<file path="src/rtl/ureg_n.sv">
// ureg_n: parametrised universal register with load, shift, rotate and
// up/down count modes, serial in/out, terminal count and sticky overflow.
module ureg_n #(
    parameter int unsigned    W         = 4,
    parameter logic [W-1:0]   RESET_VAL = '0,
    parameter bit             SAT       = 1'b0
) (
    input  logic          clk,
    input  logic          reset,
    input  logic          en,
    input  logic [2:0]    mode,
    input  logic [W-1:0]  d,
    input  logic          sin,
    output logic [W-1:0]  q,
    output logic          sout,
    output logic          tc,
    output logic          ovf
);

    typedef enum logic [2:0] {
        M_HOLD  = 3'b000,
        M_LOAD  = 3'b001,
        M_SHL   = 3'b010,
        M_SHR   = 3'b011,
        M_ROL   = 3'b100,
        M_ROR   = 3'b101,
        M_UP    = 3'b110,
        M_DOWN  = 3'b111
    } mode_t;

    mode_t        op;
    logic         all_ones;
    logic         all_zero;
    logic [W-1:0] q_next;

    assign op       = mode_t'(mode);
    assign all_ones = &q;
    assign all_zero = ~|q;

    // Terminal count and serial output decode from the current q and mode
    always_comb begin
        tc   = 1'b0;
        sout = 1'b0;
        case (op)
            M_SHL, M_ROL: sout = q[W-1];
            M_SHR, M_ROR: sout = q[0];
            M_UP:         tc   = all_ones;
            M_DOWN:       tc   = all_zero;
            default:      ;
        endcase
    end

    // Next register value for the selected mode
    always_comb begin
        q_next = q;
        case (op)
            M_HOLD: q_next = q;
            M_LOAD: q_next = d;
            M_SHL:  q_next = {q[W-2:0], sin};
            M_SHR:  q_next = {sin, q[W-1:1]};
            M_ROL:  q_next = {q[W-2:0], q[W-1]};
            M_ROR:  q_next = {q[0], q[W-1:1]};
            M_UP:   q_next = (SAT && all_ones) ? q : q + 1'b1;
            M_DOWN: q_next = (SAT && all_zero) ? q : q - 1'b1;
            default: q_next = q;
        endcase
    end

    // Register and sticky overflow; tc doubles as the overflow-set condition
    always_ff @(posedge clk) begin
        if (reset) begin
            q   <= RESET_VAL;
            ovf <= 1'b0;
        end else if (en) begin
            q <= q_next;
            if (op == M_LOAD)
                ovf <= 1'b0;
            else if (tc)
                ovf <= 1'b1;
        end
    end

endmodule

</file>
<file path="config.mk">
export PLATFORM = sky130hd
export DESIGN_NAME = ureg_n
export DESIGN_NICKNAME = d
export VERILOG_FILES = /design/src/rtl/ureg_n.sv
export SDC_FILE = /design/constraint.sdc
export NUM_CORES = 1
export LEC_CHECK = 0
export ABC_AREA = 0
export CORE_MARGIN = 2
export CORE_UTILIZATION = 40
export DETAILED_ROUTE_END_ITERATION = 10
export PLACE_DENSITY = 0.72
export SYNTH_ARGS = -nofsm -noshare
export SYNTH_HDL_FRONTEND = slang
export SYNTH_SLANG_ARGS = --single-unit
</file>
<file path="constraint.sdc">
create_clock -name clk -period 4 [get_ports clk]
set_input_delay 0.8 -clock clk [delete_from_list [all_inputs] [get_ports clk]]
set_output_delay 0.8 -clock clk [all_outputs]
set_load 0.01 [all_outputs]
</file>
==> impl_metrics.tcl <==
set metrics [dict create \
    worst_pin_slew_ns 0.521 \
    clk_latency_ns 0.24 \
    dr.pass1.iters 4 \
    syn-num-nets 81 \
    fin_util 0.564 \
    antenna_found_initial 0 \
    clock.fmax_ghz 0.296 \
    regArea_um2 100 \
    comb_power_share 0.335 \
    vias_per_cell 5.64 \
    hp-class "reg2reg" \
    hold_buffers 0 \
    syn2layout_area_growth_pct 32.5 \
    mostFrequentLayoutCells "17 x clkdlybuf4s50_1, 7 x nand2_1, 5 x mux2i_1, 5 x dfxtp_1, 4 x nor2_1" \
    layout_commonest_cell "clkdlybuf4s50_1" \
    rsz0062_at_grt "false" \
    syn_avg_cell_area_um2 7.92 \
    hold_viol 0 \
    switching_share 0.299 \
    startpoint "mode[0]" \
    grtUsageTotal 0.193 \
    diodes 0 \
    detail-route-antenna-nets 0 \
    first_global_vias 474 \
    setup_viol 0 \
    min_from "ovf" \
    cts_setup_buffers 0 \
    max_cap_viol_count 0 \
    route.vias.total 558 \
    yosysWarnings 0 \
    fp.dieW_um 41.0 \
    seq_power_share 0.342 \
    nets 97 \
    drc_errors 0 \
    cp_max_fo 2 \
    clock_skew_ns 0.00214 \
    min_path_cells 2 \
    setup_tns_ns 0 \
    gp_congestion 0.819 \
    core_mm2 0.00128 \
    place_area_um2 698 \
    ctsResizeCount 0 \
    die_h_um 41.0 \
    worstSetupStartpointType "input pin" \
    drv_slew 0 \
    power.total_uw 178 \
    root_buffer "clkbuf_4" \
    cts-htree-levels 1 \
    pwr-share-clk 0.324 \
    multi_input_area_um2 390 \
    post-route-period-util 0.844 \
    power_density_mw_per_mm2 245 \
    final_cell_area_um2 724 \
    ios 18 \
    cp.required_ns 3.20 \
    clock-sinks 5 \
    hold_slack_ns 0.501 \
    p_int_uw 125 \
    port_buffers 17 \
    cts_buffers 3 \
    grt_max_degree 15 \
    drt_iter0_drc 14 \
    drive_above_1_share 0.119 \
    fp-row-count 13 \
    vdd_drop_max_uv 162 \
    drt_wl_total_um 1280 \
    grt.overflow.total 0 \
    post-route-min-period_ns 3.38 \
    worstReg2RegStart "q[1]" \
    p_leak_nw 0.287 \
    ys_types 37 \
    detailed_place_hpwl_um 961 \
    ys_seq_elements 5 \
    wire_per_inst_um 12.9 \
    cts.path.max_buffers 2 \
    synthCells 69 \
    seq_area_frac_synth 0.183 \
    crit_arrival_ns 2.58 \
    end_kind "primary output" \
    cts.clk_slew.worst_paths_ns 0.04 \
    net-switching-power_uw 53.1 \
    relSlewSlack 0.651 \
    run_status "completed" \
    initial_core_util 0.426 \
    cts_tree "yes" \
    r2r_cells 6 \
    die-area_mm2 0.00168 \
    grt_pass1_wl_um 2090 \
    syn-cell-area_um2 547 \
    fill_cells 117 \
    critPathKind "in2out" \
]
[path summary, 6_finish.rpt]
check              end  slack [ns]
setup / recovery    tc        0.62
hold / removal     ovf        0.50
setup reg to reg  q[2]        2.25
hold reg to reg    ovf        0.50
[sequential cells by signal (all words and copies together), names as in the netlist]
name,flops
q,4
ovf,1
[synthesized netlist by cell type (all sizes together)]
cell,instances,area [um2]
nand2,7,26.3
dfxtp,5,100
mux2i,5,50.1
buf,4,33.8
nor2,4,15.0
clkbuf,3,11.3
inv,3,11.3
nand3b,3,22.5
nor3,3,20.0
a211oi,2,15.0
a21oi,2,10.0
and3,2,12.5
nand3,2,10.0
o22ai,2,18.8
or2,2,12.5
xnor2,2,17.5
a21o,1,7.51
a22oi,1,7.51
a31oi,1,6.26
a41o,1,10.0
a41oi,1,8.76
ha,1,12.5
nand2b,1,6.26
nor2b,1,6.26
o2111a,1,11.3
o211a,1,10.0
o211ai,1,7.51
o21ai,1,5.00
o221ai,1,8.76
o31a,1,8.76
o31ai,1,12.5
o41ai,1,8.76
or3b,1,8.76
or4b,1,13.8
[logic make-up after synthesis]
family / synth area share
AO/OA/AOI/OAI: 0.286
XOR/XNOR: 0.0320
adder cells (fa/ha/maj): 0.0229
buffers and inverters: 0.103
flip-flops: 0.183
multiplexers: 0.0915
AND/OR/NAND/NOR: 0.281
[power by group through the flow]
stage	combinational, mW	clock (mW)	sequential, mW
after floorplan	0.0401	0	0.0581
after global placement	0.0588	0	0.0614
after detailed placement	0.0595	0	0.0616
after CTS	0.0597	0.0609	0.0607
after global routing	0.0652	0.0655	0.0614
final	0.0595	0.0575	0.0607
[final cells by class]
type                       count  share of cell area
multi-input combinational     54               0.539
timing repair buffer          18               0.245
sequential                     5               0.138
clock buffer                   4              0.0363
tap                           15              0.0259
inverter                       3              0.0155
[stage by stage]
step                      std cells  setup WS, ns
after floorplan                  69          1.61
after global placement           95         0.626
after detailed placement         95         0.618
after CTS                        99         0.612
after global routing             99         0.571
final                            99         0.623
[layer usage]
metal,share of wire,global-route usage,vias to the layer above
met3,0.026,0.0489,0
met5,0,0,-
met1,0.48,0.258,257
li1,-,-,294
met4,0,0.100,0
met2,0.49,0.281,7
[worst max-delay path: stages]
cell,delay (ns)
clkdlybuf4s50_1,0.47
or4b_4,0.47
o22ai_2,0.15
nor2b_1,0.15
clkdlybuf4s50_1,0.54
No activity file was read; power rests on OpenSTA's default activity.
==> RTL change 1, RTL diff (same settings) <==
Register the output `ovf` once more, with the module's reset; this adds one clock of latency there. The other outputs are not delayed to match.
--- a/src/rtl/ureg_n.sv
+++ b/src/rtl/ureg_n.sv
@@ -27,6 +27,8 @@
         M_UP    = 3'b110,
         M_DOWN  = 3'b111
     } mode_t;
+
+    logic ovf_s0;
 
     mode_t        op;
     logic         all_ones;
@@ -70,13 +72,21 @@
     always_ff @(posedge clk) begin
         if (reset) begin
             q   <= RESET_VAL;
-            ovf <= 1'b0;
+            ovf_s0 <= 1'b0;
         end else if (en) begin
             q <= q_next;
             if (op == M_LOAD)
-                ovf <= 1'b0;
+                ovf_s0 <= 1'b0;
             else if (tc)
-                ovf <= 1'b1;
+                ovf_s0 <= 1'b1;
+        end
+    end
+
+    always_ff @(posedge clk) begin
+        if (reset) begin
+            ovf <= '0;
+        end else begin
+            ovf <= ovf_s0;
         end
     end
 
Formal check against the unedited RTL: not equivalent (Yosys sat finds a counterexample within 4 cycles, from zero or initial values and one cycle with reset high).
==> RTL change 1 against the unedited design <==
- clock power down 4.7%
- critical path depth unchanged
- area after synthesis up 0.23%
- count of clock-buffer cells in the layout down 1
- routed wire length up 2.0%
- sequential cell count up 1
- final area up 0.86%
- via count up 2.7%
- setup slack better by 0.012 ns
- total power up 2.6%
- maximum frequency up 0.36%
- die area up 0.22%
- sequential share of layout area up 2.6 points
- combinational power down 4.5%
- highest routed layer unchanged
==> RTL change 1: results (changes against the unedited design) <==
Drt
  – DR vias: 573 (was 558)
  – Routed WL: 1300 um (was 1280 um)
  – Initial drt markers: 10 (was 14)

STA
  – Worst-Margin Slew: 0.478 ns (was 0.521 ns)
  – Period utilization: 84.1% (was 84.4%)
  – Worst Skew: 0.000764 ns (was 0.00214 ns)

GRT
  – GRT met1 Usage: 28.0% (was 25.8%)
  – Met3 usage: 9.78% (was 4.89%)
  – First-pass GRT wire length: 2230 um (was 2090 um)
  – Initial antenna violation count: 0 (unchanged)
  – GRT Util Overall: 20.8% (was 19.3%)
  – Vias in the first global route: 496 (was 474)
  – Grt met2 use: 29.3% (was 28.1%)
  – Largest net degree at the start of global routing: 14 (was 15)

Yosys
  – Post-synth cell types: 40 (was 37)
  – Ys flop type: dfxtp_1 (unchanged)
  – Post-synthesis sequential area ratio: 21.9% (was 18.3%)
  – Area contributors post-synth: dfxtp_1 22%, mux2i_1 3.7%, nor3_1 3.7% (was dfxtp_1 18%, mux2i_1 9.2%, nand2_1 4.8%)
  – Syn Nets: 78 (was 81)
  – Synth top cells by count: 6 x dfxtp_1, 4 x nand2_1, 4 x nor3_1 (was 7 x nand2_1, 5 x dfxtp_1, 5 x mux2i_1)
  – YS warnings: 0 (unchanged)
  – Asr flop ratio synth: 0% (unchanged)

Outcome
  – Status: finished clean (unchanged)

Power and ir drop
  – Leakage: 0.275 nW (was 0.287 nW)
  – VDD IR max: 0.000140 V (was 0.000162 V)

Clock tree
  – CTS clk-pin slew, worst paths: 0.04 ns (about the same)
  – Clk buf depth: 2 (unchanged)
  – Post-CTS Resized: 0 (unchanged)
  – Post-CTS setup repair buffer count: 0 (unchanged)

Setup path
  – Worst R2R Start: q[1]$_SDFFE_PP0P_ (unchanged)
  – WP data arrival: 2.57 ns (was 2.58 ns)
  – Critical path endpoint: tc (unchanged)
  – R2r setup slk: 2.30 ns (was 2.25 ns)
  – Worst Path Max Fanout: 13 (was 2)
  – Crit path launch: mode[0] (unchanged)

Layout
  – Biggest regs: q (4), ovf (1), ovf_s0 (1) (was q (4), ovf (1))
  – Nets: 96 (was 97)
  – Fraction of final layout cells sized beyond drive strength 1: 11.0% (was 11.9%)

Placed design
  – Post-detail-place hpwl: 940 um (was 961 um)
  – Area post-placement: 708 um2 (was 698 um2)
  – GP Congestion: 0.814 (was 0.819)
  – Pre-CTS setup slack: 0.646 ns (was 0.618 ns)
  – Port bufs: 17 (unchanged)

Worst hold path
  – Worst Hold Launch: ovf_s0$_SDFFE_PP0P_ (was ovf$_SDFFE_PP0P_)
RTL change 1: cell types whose count changed in the layout (fill, tap and decap cells not counted), moves of 2 or more:
| cell | unedited run | this run |
|---|---|---|
| and2_1 | 0 | 2 |
| mux2i_1 | 5 | 2 |
| nand2_1 | 7 | 4 |
| nor3_1 | 2 | 4 |
| nor3b_1 | 0 | 2 |
| or2_2 | 2 | 0 |
| or3_1 | 0 | 2 |
RTL change 1: logic make-up (layout without fill, tap and decap cells):
logic type | Yosys count | in the layout | share of synthesized area, %
AOI/OAI and AO/OA | 18 | 18 | 28.8
xor gates and xnor gates | 1 | 1 | 1.60
muxes | 3 | 3 | 5.71
adders and majority gates | 2 | 2 | 4.11
DFF | 6 | 6 | 21.9
and+or+nand+nor | 28 | 28 | 29.9
buffers and inverters | 8 | 24 | 7.99
RTL change 1: how the worst min path moves through the flow:
stage	end	cells after the start
finish	ovf$_SDFF_PP0_	1
global route	ovf$_SDFF_PP0_	1
global placement	ovf$_SDFF_PP0_	1
detailed placement	ovf$_SDFF_PP0_	1
floorplan	ovf$_SDFF_PP0_	1
CTS	ovf$_SDFF_PP0_	1
RTL change 1: final cells by class:
type | count | area [um2]
multi-input combinational | 52 | 384
sequential | 6 | 120
clock buffer | 3 | 22.5
fill | 125 | 554
timing repair buffer | 17 | 170
tap | 15 | 18.8
inverter | 4 | 15.0
RTL change 1: routing by layer:
| layer | share of wire [%] | vias up |
|---|---|---|
| met2 | 45 | 19 |
| met1 | 50 | 263 |
| met5 | 0 | - |
| li1 | - | 291 |
| met4 | 0 | 0 |
| met3 | 5.5 | 0 |
RTL change 1: stage by stage:
| step | std cells | hold slack, ns |
|---|---|---|
| 2_1_floorplan | 66 | 0.439 |
| 3_3_place_gp | 94 | 0.467 |
| 3_5_place_dp | 94 | 0.465 |
| 4_1_cts | 97 | 0.478 |
| 5_1_grt | 97 | 0.494 |
| 6_report | 97 | 0.473 |
RTL change 1: report_power, final:
part | internal (mW) | switching, mW | leakage [nW]
clock | 0.0339 | 0.0210 | 0.0138
sequential | 0.0634 | 0.00716 | 0.0490
combinational | 0.0311 | 0.0257 | 0.212
RTL change 1: critical path: stages:
cell             delay (ns)
clkdlybuf4s50_1        0.64
nand2b_1               0.28
o2bb2ai_1              0.18
and2_1                 0.14
clkdlybuf4s50_1        0.52
==> RTL change 2, RTL diff (same settings) <==
Made on the original files. The parameter `W` goes from 4 to 5.
--- a/src/rtl/ureg_n.sv
+++ b/src/rtl/ureg_n.sv
@@ -1,7 +1,7 @@
 // ureg_n: parametrised universal register with load, shift, rotate and
 // up/down count modes, serial in/out, terminal count and sticky overflow.
 module ureg_n #(
-    parameter int unsigned    W         = 4,
+    parameter int unsigned    W         = 5,
     parameter logic [W-1:0]   RESET_VAL = '0,
     parameter bit             SAT       = 1'b0
 ) (
Interface: changed (resized d and q); port bits go from 18 to 20. The function was not compared with the original's and may differ.
==> RTL change 2 against the unedited design <==
- clock skew grew 0.0020 ns
- sequential cell count is 1 higher
- area after synthesis increased by 16%
- setup slack worse by 0.12 ns
- total power is 16% higher
- register-to-register slack worse by 0.27 ns
- final area up 18%
- synthesized cell count increased by 19%
- global-route usage is 1.1 points higher
- routed wire length grew 29%
==> RTL change 2: results (changes against the unedited design) <==
Yosys
  – YS warnings: 0 (unchanged)
  – Post-synthesis mux area share: 6.52% (was 9.15%)
  – Post-synthesis sequential area ratio: 19.0% (was 18.3%)
  – Syn Inst Count: 82 (was 69)
  – Synth top cells by count: 8 x nand2_1, 6 x dfxtp_1, 6 x nor2_1 (was 7 x nand2_1, 5 x dfxtp_1, 5 x mux2i_1)
  – Asr flop ratio synth: 0% (unchanged)
  – Post-synth cell types: 44 (was 37)
  – Area contributors post-synth: dfxtp_1 19%, nand2b_1 4.9%, mux2i_1 4.7% (was dfxtp_1 18%, mux2i_1 9.2%, nand2_1 4.8%)
  – Compound-Gate Fraction of Synth Area: 29.1% (was 28.6%)
  – Post-synthesis xor/xnor area fraction: 1.38% (was 3.20%)
  – Syn Nets: 95 (was 81)
  – Post-Synth Adder-Cell Area: 3.56% (was 2.29%)

Drt
  – Pre-antenna DRT Iters: 4 (unchanged)
  – Routed WL: 1650 um (was 1280 um)
  – Vias per cell: 6.09 (was 5.64)
  – Initial drt markers: 13 (was 14)

Clock tree
  – Num CTS Buffers: 3 (unchanged)
  – Clk buf depth: 2 (unchanged)
  – Clock latency on the worst-skew pair: 0.25 ns
  – CTS clk-pin slew, worst paths: 0.04 ns (about the same)
  – Sink Count: 6 (was 5)
  – Post-CTS Resized: 0 (unchanged)
  – Clock Tree Root: clkbuf_4 (unchanged)
  – Post-CTS setup repair buffer count: 0 (unchanged)

GRT
  – Vias in the first global route: 683 (was 474)
  – GRT Util Overall: 20.4% (was 19.3%)
  – Initial antenna violation count: 0 (unchanged)
  – First-pass GRT wire length: 2930 um (was 2090 um)
  – Largest net degree at the start of global routing: 20 (was 15)

Placed design
  – GP Congestion: 0.821 (was 0.819)
  – Inst Count DP: 114 (was 95)
  – Port bufs: 19 (was 17)
  – Post-detail-place hpwl: 1230 um (was 961 um)

Layout
  – Finished Layout Cells: 117 (was 99)
  – Max FFs per register: 5 (was 4)
  – Fraction of final layout cells sized beyond drive strength 1: 8.91% (was 11.9%)
  – Biggest regs: q (5), ovf (1) (was q (4), ovf (1))

Setup path
  – Crit Reg-Reg Endpoint: q[4]$_SDFFE_PP0P_ (was q[2]$_SDFFE_PP0P_)
  – Worst Reg-to-Reg Cells: 5 (was 6)
  – Worst Path Max Fanout: 3 (was 2)
  – R2r setup slk: 1.98 ns (was 2.25 ns)
  – WP data arrival: 2.69 ns (was 2.58 ns)
  – Worst R2R Start: q[1]$_SDFFE_PP0P_ (unchanged)

Power and ir drop
  – Sw frac: 32.5% (was 29.9%)
  – Leakage: 0.305 nW (was 0.287 nW)
  – VDD IR max: 0.000138 V (was 0.000162 V)

STA
  – Worst Skew: 0.00410 ns (was 0.00214 ns)
  – Worst-Margin Slew: 0.660 ns (was 0.521 ns)

Worst hold path
  – Worst Hold Class: reg2reg (unchanged)
  – Worst Hold Launch: ovf$_SDFFE_PP0P_ (unchanged)
  – WHS Path Cells: 1 (was 2)
  – Hold EP: ovf$_SDFFE_PP0P_ (unchanged)

Outcome
  – Status: finished clean (unchanged)
==> RTL change 2: cell count changes after synthesis, moves of 2 or more <==
cell,unedited run,this run
nand2b_1,1,5
a2111oi_0,0,2
and2_1,0,2
buf_2,0,2
buf_4,3,1
inv_1,3,1
mux2i_1,5,3
nand3b_1,3,1
nor2_1,4,6
o21ai_0,1,3
or2_2,2,0
or4_1,0,2
==> RTL change 2: final cells by class <==
type	instances	area (um2)
clock buffer	3	22.5
fill	139	637
inverter	1	3.75
multi-input combinational	69	473
sequential	6	120
tap	16	20.0
timing repair buffer	22	213
==> RTL change 2: worst max path at each step <==
| stage | depth (start not counted) | from | slack, ns | endpoint |
|---|---|---|---|---|
| 3_3_place_gp | 5 | mode[0] | 0.49 | tc |
| 6_report | 5 | mode[0] | 0.51 | tc |
| 5_1_grt | 5 | mode[0] | 0.43 | tc |
| 4_1_cts | 5 | mode[0] | 0.49 | tc |
| 3_5_place_dp | 5 | mode[0] | 0.49 | tc |
| 2_1_floorplan | 4 | mode[0] | 1.33 | tc |
==> RTL change 2: per-layer routing <==
metal  up-vias  wire, um  global-route usage (%)
met5         -         0                       0
met4         0         0                    5.45
met3         0       100                    6.25
met2        24       782                    33.8
met1       325       764                    25.4
li1        364         -                       -
==> RTL change 2: power groups by stage <==
| stage | Clock, mW | Combinational, mW | Sequential, mW |
|---|---|---|---|
| after floorplan | 0 | 0.0445 | 0.0726 |
| after global placement | 0 | 0.0723 | 0.0757 |
| after detailed placement | 0 | 0.0729 | 0.0758 |
| after CTS | 0.0607 | 0.0733 | 0.0745 |
| after global routing | 0.0633 | 0.0805 | 0.0762 |
| final | 0.0577 | 0.0732 | 0.0748 |
==> RTL change 2: through the flow <==
stage	instance area (um2)	setup WS, ns	hold WS, ns
after floorplan	633	1.33	0.538
after global placement	830	0.494	0.484
after detailed placement	830	0.493	0.493
after CTS	852	0.492	0.503
after global routing	852	0.433	0.526
final	852	0.506	0.497
==> RTL change 2: cells by family (layout without fill, tap and decap cells) <==
kind of cell	count (synthesis)	after routing
compound gates	25	25
flops	6	6
fa+ha+maj	2	2
simple gates	37	37
mux	4	4
xor+xnor	1	1
buf+inv	7	26
==> RTL change 2: critical path, stage by stage <==
cell and delay (ns):
clkdlybuf4s50_1 0.47, or4b_4 0.48, o32a_1 0.32, nor2_1 0.09, clkdlybuf4s50_1 0.54
